**config.mk**
```make
export PLATFORM = sky130hd
export DESIGN_NAME = seq_divider
export DESIGN_NICKNAME = d
export VERILOG_FILES = /design/src/rtl/seq_divider_pkg.sv /design/src/rtl/seq_divider_div_step.sv /design/src/rtl/seq_divider.sv
export SDC_FILE = /design/constraint.sdc
export NUM_CORES = 1
export LEC_CHECK = 0
export ABC_AREA = 1
export CAP_MARGIN = 0
export CORE_ASPECT_RATIO = 1.4
export CORE_MARGIN = 4
export CORE_UTILIZATION = 45
export DETAILED_ROUTE_END_ITERATION = 8
export PLACE_DENSITY = 0.78
export SETUP_SLACK_MARGIN = 0.1
export SKIP_CTS_REPAIR_TIMING = 1
export SLEW_MARGIN = 40
export SYNTH_ARGS = -nofsm -noshare
export SYNTH_HDL_FRONTEND = slang
export SYNTH_SLANG_ARGS = --single-unit
```
**constraint.sdc**
```tcl
create_clock -name CLK -period 2.9 [get_ports CLK]
set_clock_uncertainty 0.2 [all_clocks]
set_input_delay 0.435 -clock CLK [delete_from_list [all_inputs] [get_ports CLK]]
set_output_delay 0.435 -clock CLK [all_outputs]
set_load 0.05 [all_outputs]
```
**src/rtl/seq_divider_pkg.sv**
```systemverilog
// Shared types and constants for the sequential non-restoring divider.
package seq_divider_pkg;

    typedef enum logic [2:0] {
        IDLE = 3'd0,
        CALC = 3'd1,
        FIX  = 3'd2,
        NEG  = 3'd3,
        DONE = 3'd4
    } state_t;

    localparam int SEQ_DIV_WIDTH = 8;
    localparam int SEQ_DIV_CNT_W = $clog2(SEQ_DIV_WIDTH);

endpackage

```
**src/rtl/seq_divider_div_step.sv**
```systemverilog
// One add/subtract row of the non-restoring divider: optional left shift of P
// with a quotient bit shifted in, then P +/- D; reused every CALC cycle and in FIX.
module div_step
    import seq_divider_pkg::*;
#(
    parameter int WIDTH = SEQ_DIV_WIDTH
) (
    input  logic [WIDTH:0] i_p,
    input  logic [WIDTH:0] i_d,
    input  logic           i_shift_bit,
    input  logic           i_shift_en,
    input  logic           i_sub,
    output logic [WIDTH:0] o_p,
    output logic           o_q_bit
);

    logic [WIDTH:0] w_operand;

    always_comb begin
        w_operand = i_shift_en ? {i_p[WIDTH-1:0], i_shift_bit} : i_p;
        o_p       = i_sub ? (w_operand - i_d) : (w_operand + i_d);
        // A non-negative partial remainder means the trial subtraction fit.
        o_q_bit   = ~o_p[WIDTH];
    end

endmodule

```
**src/rtl/seq_divider.sv**
```systemverilog
// Iterative non-restoring divider, one quotient bit per clock, valid/ready on both sides.
// Define SEQ_DIVIDER_SIGNED_EN for two's-complement operands (adds a NEG state).
module seq_divider
    import seq_divider_pkg::*;
#(
    parameter int WIDTH = SEQ_DIV_WIDTH
) (
    input  logic             CLK,
    input  logic             RST_n,
    input  logic             In_Valid,
    output logic             In_Ready,
    input  logic [WIDTH-1:0] Dividend,
    input  logic [WIDTH-1:0] Divisor,
    output logic             Out_Valid,
    input  logic             Out_Ready,
    output logic [WIDTH-1:0] Quotient,
    output logic [WIDTH-1:0] Remainder,
    output logic             Div_By_Zero,
    output logic [2:0]       o_dbg_state
);

    localparam int CNT_W = (WIDTH == SEQ_DIV_WIDTH) ? SEQ_DIV_CNT_W : $clog2(WIDTH);

    // Handshakes: a transfer happens on a rising edge where valid and ready are
    // both high; the producer holds data stable while valid is high and not accepted.

    state_t             r_state;
    logic [WIDTH:0]     r_p;
    logic [WIDTH-1:0]   r_q;
    logic [WIDTH-1:0]   r_d;
    logic [CNT_W-1:0]   r_cnt;
    logic               r_in_ready;
    logic               r_out_valid;
    logic [WIDTH-1:0]   r_quotient;
    logic [WIDTH-1:0]   r_remainder;
    logic               r_dbz;

    logic               w_accept;
    logic               w_sub;
    logic [WIDTH:0]     w_p_next;
    logic               w_q_bit;
    logic [WIDTH-1:0]   w_rem_fix;
    logic [WIDTH-1:0]   w_dvd_mag;
    logic [WIDTH-1:0]   w_dvs_mag;

`ifdef SEQ_DIVIDER_SIGNED_EN
    logic               r_q_neg;
    logic               r_r_neg;

    assign w_dvd_mag = Dividend[WIDTH-1] ? (~Dividend + 1'b1) : Dividend;
    assign w_dvs_mag = Divisor[WIDTH-1]  ? (~Divisor + 1'b1)  : Divisor;
`else
    assign w_dvd_mag = Dividend;
    assign w_dvs_mag = Divisor;
`endif

    assign w_accept  = In_Valid & r_in_ready;
    // CALC picks the operation from the old sign; FIX only ever adds back.
    assign w_sub     = (r_state == CALC) && !r_p[WIDTH];
    assign w_rem_fix = r_p[WIDTH] ? w_p_next[WIDTH-1:0] : r_p[WIDTH-1:0];

    div_step #(.WIDTH(WIDTH)) u_step (
        .i_p        (r_p),
        .i_d        ({1'b0, r_d}),
        .i_shift_bit(r_q[WIDTH-1]),
        .i_shift_en (r_state == CALC),
        .i_sub      (w_sub),
        .o_p        (w_p_next),
        .o_q_bit    (w_q_bit)
    );

    always_ff @(posedge CLK) begin
        if (!RST_n) begin
            r_state     <= IDLE;
            r_p         <= '0;
            r_q         <= '0;
            r_d         <= '0;
            r_cnt       <= '0;
            r_in_ready  <= 1'b0;
            r_out_valid <= 1'b0;
            r_quotient  <= '0;
            r_remainder <= '0;
            r_dbz       <= 1'b0;
`ifdef SEQ_DIVIDER_SIGNED_EN
            r_q_neg     <= 1'b0;
            r_r_neg     <= 1'b0;
`endif
        end else begin
            case (r_state)
                IDLE: begin
                    if (w_accept) begin
                        r_in_ready <= 1'b0;
                        if (Divisor == '0) begin
                            r_quotient  <= '1;
                            r_remainder <= Dividend;
                            r_dbz       <= 1'b1;
                            r_out_valid <= 1'b1;
                            r_state     <= DONE;
                        end else begin
                            r_p     <= '0;
                            r_q     <= w_dvd_mag;
                            r_d     <= w_dvs_mag;
                            r_cnt   <= CNT_W'(WIDTH - 1);
                            r_state <= CALC;
`ifdef SEQ_DIVIDER_SIGNED_EN
                            r_q_neg <= Dividend[WIDTH-1] ^ Divisor[WIDTH-1];
                            r_r_neg <= Dividend[WIDTH-1];
`endif
                        end
                    end else begin
                        r_in_ready <= 1'b1;
                    end
                end
                CALC: begin
                    r_p   <= w_p_next;
                    r_q   <= {r_q[WIDTH-2:0], w_q_bit};
                    r_cnt <= r_cnt - 1'b1;
                    if (r_cnt == '0) begin
                        r_state <= FIX;
                    end
                end
                FIX: begin
`ifdef SEQ_DIVIDER_SIGNED_EN
                    r_p     <= {1'b0, w_rem_fix};
                    r_state <= NEG;
`else
                    r_quotient  <= r_q;
                    r_remainder <= w_rem_fix;
                    r_dbz       <= 1'b0;
                    r_out_valid <= 1'b1;
                    r_state     <= DONE;
`endif
                end
`ifdef SEQ_DIVIDER_SIGNED_EN
                NEG: begin
                    // Most-negative / -1 wraps naturally: |q| = 2^(W-1), no negation.
                    r_quotient  <= r_q_neg ? (~r_q + 1'b1) : r_q;
                    r_remainder <= r_r_neg ? (~r_p[WIDTH-1:0] + 1'b1) : r_p[WIDTH-1:0];
                    r_dbz       <= 1'b0;
                    r_out_valid <= 1'b1;
                    r_state     <= DONE;
                end
`endif
                DONE: begin
                    if (Out_Ready) begin
                        r_out_valid <= 1'b0;
                        r_in_ready  <= 1'b1;
                        r_state     <= IDLE;
                    end
                end
                default: begin
                    r_state <= IDLE;
                end
            endcase
        end
    end

    assign In_Ready    = r_in_ready;
    assign Out_Valid   = r_out_valid;
    assign Quotient    = r_quotient;
    assign Remainder   = r_remainder;
    assign Div_By_Zero = r_dbz;
    assign o_dbg_state = r_state;

endmodule

```
; ---- Word-level counts from Yosys, hierarchy flattened
; Cells that the tools add are included.
[classes]
n_mux = 31
n_eq_ne = 8
reduce_logical = 15
add_sub_neg = 3
bitwise = 3
[op_table]
columns = op, n
row1 = 8-bit two-way mux, 7
row2 = 8-bit case mux with 2 select lines, 3
row3 = 9-bit two-way mux, 4
row4 = 3-bit two-way mux, 6
row5 = 9-bit case mux with 2 select lines, 1
row6 = 3-bit case mux with 4 select lines, 1
row7 = 3-bit AND reduction, 4
row8 = 2-bit != test (second input constant), 5
row9 = 9-bit by 8-bit adder with 9-bit output, 1
row10 = 9-bit by 8-bit subtractor with 9-bit output, 1
row11 = 8-bit zero test, 1
row12 = 3-bit zero test, 2
row13 = 3-bit case mux with 2 select lines, 1
row14 = 2-bit nonzero test, 3
row15 = 1-bit two-way mux, 5
row16 = 1-bit case mux with 2 select lines, 2
row17 = 4-bit AND reduction, 1
row18 = 3-bit by 1-bit equality test with 1-bit output (second input constant), 1
row19 = 3-bit by 2-bit equality test with 1-bit output (second input constant), 1
row20 = 3-bit equality test (second input constant), 1
row21 = 1-bit case mux with 3 select lines, 1
row22 = 3-bit nonzero test, 1
row23 = 3-bit by 1-bit subtractor with 3-bit output (second input constant), 1
row24 = 1-bit inverter, 2
row25 = 4 further kinds, 4
[totals]
output_inout_bits = 22
elab_cells = 70
ff_bits = 50

; ---- Depth between registers and ports, before layout
[depth]
ltp_word = 6
depth_mapped = 19
ltp_nobuf = 19

; ---- Hierarchy
; Synthesis repeated with hierarchy kept, for this count alone.
[hier_totals]
hier_cells = 479
hier_area_um2 = 3258.1
[by_module_without_submodules]
columns = mod, area_each_um2, cells_each, n_inst
row1 = seq_divider, 2459.9, 333, 1
row2 = div_step, 798.3, 146, 1

; ---- Least setup slack after synthesis
; No wires, ideal clock.
[synth_path]
path_kind = reg-to-reg
from = register r_state[1], in the netlist o_dbg_state[1]
to = register r_remainder[6], in the netlist Remainder[6]
t_arrival_ps = 2703
slack_ps = -130
synth_period_minus_slack_ps = 3030
required_time_ps = 2572
stages_incl_launch_ff = 16
n_path_buf = 2
cell_sequence = dfxtp_1 inv_2 nand3_4 buf_2 buf_2 o21ai_0 ha_1 fa_1 nor2_1 nand2_1 nand2_1 nand3_1 nand3_1 nand3_1 a21oi_1 nor2_1
[synth_via]
elab_chain_cells = 6
elab_cells_between_ends = 14
classes_between = add/sub: 2 / eq/ne: 4 / mux: 4 / reduce/logical: 4
[synth_lines]
columns = item, line_no
row1 = from (decl), seq_divider.sv:27  ; state_t r_state;
row2 = from (signal assigned), seq_divider.sv:74  ; r_state <= IDLE;
row3 = from (signal assigned), seq_divider.sv:98  ; r_state <= DONE;
row4 = from (signal assigned), seq_divider.sv:104  ; r_state <= CALC;
row5 = 3-bit by 1-bit equality test with 1-bit output, "seq_divider.sv:59, seq_divider.sv:66"
row6 = 9-bit two-way mux, seq_divider_div_step.sv:20  ; w_operand = i_shift_en ? {i_p[WIDTH-1:0], i_shift_bit} : i_p;
row7 = 9-bit by 8-bit adder with 9-bit output or 9-bit by 8-bit subtractor with 9-bit output (tied branches), seq_divider_div_step.sv:21  ; o_p = i_sub ? (w_operand - i_d) : (w_operand + i_d);
row8 = 9-bit two-way mux, seq_divider_div_step.sv:21
row9 = 8-bit two-way mux, seq_divider.sv:60  ; assign w_rem_fix = r_p[WIDTH] ? w_p_next[WIDTH-1:0] : r_p[WIDTH-1:0];
row10 = 8-bit case mux with 2 select lines, seq_divider.sv:89  ; case (r_state)
row11 = to (signal assigned), seq_divider.sv:95  ; r_remainder <= Dividend;
row12 = to (signal assigned), seq_divider.sv:128  ; r_remainder <= w_rem_fix;
row13 = to (decl), seq_divider.sv:35  ; logic [WIDTH-1:0] r_remainder;
; Parallel ways exist; a longest one is shown, timed or not.
; A chain may end at the register's enable or synchronous reset.

; ---- Worst setup path after layout
; Ends and elaborated chain as after synthesis.

==> run_results.csv <==
group,metric,value,unit
clock_network,cts_tree,"yes",
placement,place_area,3271,sq um
floorplanning,core_area,5946,sq um
placement,globalplace.congestion,0.8441,
global_route,grt_first_pass_wirelength,12.06,mm
clock_network,clkTransAtPathRegs,0.10,ns
final_layout,nNetsFinal,474,
placement,place_ws,0.2831,ns
worst_hold_path,hold_path_class,"flip-flop to flip-flop",
critical_path,path_common_cell,"nand3_1",
final_layout,syn2layout_area_growth,22.19,%
global_route,antenna_found_initial,0,
final_layout,drive_above_1_share,9.707,%
synthesis,syn-cell-area,2803,sq um
timing,slew_violations,0,
floorplanning,die_area,7573,sq um
route,ant_nets,0,
clock_network,cts_buffers,5,
timing,rsz0062_at_grt,"false",
floorplanning,rows,33,
placement,dp_hpwl,5.298,mm
final_layout,nFillCells,560,
synthesis,avgSynthCellArea,6.937,sq um
critical_path,cp_slowest_cell,"fa_1",
final_layout,stdcell_count,513,
synthesis,synth_top_area_share,35.71,%
timing,setup_viol,0,
route,wl_per_cell,13.66,um
timing,period_share,90.08,%
critical_path,cp.required,2.87,ns
route,vias,2694,
global_route,grt_pass1_vias,2710,
critical_path,critical_path_buf_inv_count,2,
route,drc,0,
critical_path,crit_chain,"inv_2 -> nand3_4 -> inv_2 -> or2_2 -> o21ai_0 -> ha_1 -> fa_1 -> nor2_1 -> nand2_1 -> nand2_1 -> nand3_1 -> nand3_1 -> nand3_1 -> a21oi_1 -> nor2_1",
route,viasPerCell,5.251,
flow_run,max-cap-violations,0,
synthesis,synth.ff_latch_count,50,
critical_path,cp-end-kind,"flip-flop",
synthesis,netlist_top_cells_area,"dfxtp_1 36%, nand2_1 14%, inv_1 6.3%",
timing,period_minus_slack,2.612,ns
synthesis,ys.flop_type,"dfxtp_1",
timing,setup_ws,0.2878,ns
synthesis,synthCells,404,
critical_path,cp_max_fo,6,
power_and_ir_drop,ir_drop,0.3594,mV
timing,clock.fmax,382.8,MHz
floorplanning,die_y,101.4,um
run_status,status,"finished, final reports clean",
floorplanning,die_x,74.70,um
final_layout,post-route-util,57.60,%
critical_path,start_kind,"flip-flop",
power_and_ir_drop,leakagePower,1.536,nW
critical_path,cp_data_arrival_time,2.58,ns
critical_path,critical_path_class,"flip-flop to flip-flop",
route,wl,7.010,mm
timing,worst_pin_slew,0.8246,ns
global_route,gr-total-overflow,0,
timing,fin_tns_setup,0,ns
power_and_ir_drop,power-per-cell-area,568.2,nW/um^2
clock_network,cts.path.max_buffers,2,
critical_path,slowest_delay,0.40,ns
timing,slew_headroom,44.97,%
synthesis,synth_seq_area_share,35.71,%
floorplanning,ios,42,
clock_network,cts_max_level,2,
critical_path,crit_family,"simple AND/OR/NAND/NOR gates",
timing,hold_viol,0,
global_route,grt_max_degree,29,
global_route,grtUsageTotal,20.14,%
synthesis,synth_cell_types,37,
synthesis,synth_edf_count,0,
route,drt-initial-drc-count,150,
synthesis,synth.most_common_cell,"nand2_1",
final_layout,fin_area,3425,sq um
synthesis,synth_nets,436,
final_layout,antenna_cells,0,
placement,place_inst,504,
synthesis,ys_async_sr_fraction,0,%
clock_network,clkLatencyLatePin,0.31,ns
route,drtPass1Iterations,4,
placement,numPortBuffers,41,
clock_network,cts.sinks,50,
synthesis,synth.top_cells.by_count,"105 x nand2_1, 50 x dfxtp_1, 47 x inv_1, 32 x a21oi_1, 31 x nor2_1",
floorplanning,initial_core_util,47.14,%
clock_network,clockRootBuffer,"clkbuf_8",
synthesis,yosys_warnings,0,
synthesis,synth_top_area_cell,"dfxtp_1",
per-stage QoR:
stage	hold WS, ns	power [mW]
3_5_place_dp	0.2655	1.433
6_report	0.2808	1.946
2_1_floorplan	0.2541	1.273
4_1_cts	0.2798	1.932
3_3_place_gp	0.2577	1.422
5_1_grt	0.3035	2.084
tightest hold or removal path, delay by kind of cell (launching register included):
kind | cells | cell delay (ns)
AO/OA/AOI/OAI | 1 | 0.05
AND/OR/NAND/NOR | 1 | 0.06
flip-flops | 1 | 0.33
power by group:
group          total, mW  switching (mW)  leakage [nW]  internal [mW]
clock              0.502           0.243        0.0585          0.259
combinational      0.679           0.416          1.07          0.263
sequential         0.764          0.0354         0.409          0.729
total               1.95           0.695          1.54           1.25
cells by family after synthesis:
logic type / share of synthesized area [%]
flops: 35.71
buf+inv: 9.955
simple gates: 26.52
fa+ha+maj: 5.625
xor+xnor: 2.813
compound gates: 19.37
metal layers:
layer	vias to the layer above	global-route usage (%)	part of all wire, %
met5	-	0	0
li1	1386	-	-
met4	0	6.712	1.3
met1	1256	24.08	42
met2	45	36.09	54
met3	7	2.979	3.0
placed cells by master (no fill, tap or decap), drive strengths merged:
cell,count
inv,53
xnor2,2
fa,1
clkinv,1
o21a,5
a221o,1
a211oi,2
nand2,108
ha,11
o22ai,8
o211ai,2
o21ai,31
a31oi,10
xor2,7
nand4,1
nor2,34
dfxtp,50
clkdlybuf4s50,41
a21oi,33
o31ai,1
clkbuf,5
a21o,1
buf,6
bufinv,1
or2,4
nand3,19
nor3,5
state kept, by name, indices dropped and copies added, names as in the netlist:
name,count
Remainder,8
r_p,9
Quotient,8
Out_Valid,1
o_dbg_state,3
Div_By_Zero,1
In_Ready,1
r_cnt,3
r_d,8
r_q,8
layout make-up:
| type | instances | area [sq um] | share of cell area (%) |
|---|---|---|---|
| clock buffers | 5 | 68.82 | 2.010 |
| clock inverters | 3 | 43.79 | 1.279 |
| inverters | 52 | 195.2 | 5.700 |
| multi-input cells | 286 | 1551 | 45.31 |
| flip-flops and latches | 50 | 1010 | 29.48 |
| well taps | 70 | 87.58 | 2.558 |
| repair buffers | 47 | 467.9 | 13.66 |
final timing paths:
| check | from | cells after the start | slack, ns | to |
|---|---|---|---|---|
| hold / removal | Div_By_Zero | 2 | 0.28 | Div_By_Zero |
| setup reg to reg | o_dbg_state[1] | 15 | 0.29 | Remainder[6] |
| setup / recovery | o_dbg_state[1] | 15 | 0.29 | Remainder[6] |
| hold reg to reg | Div_By_Zero | 2 | 0.28 | Div_By_Zero |
Note: power is estimated with default switching activity, not from simulation.
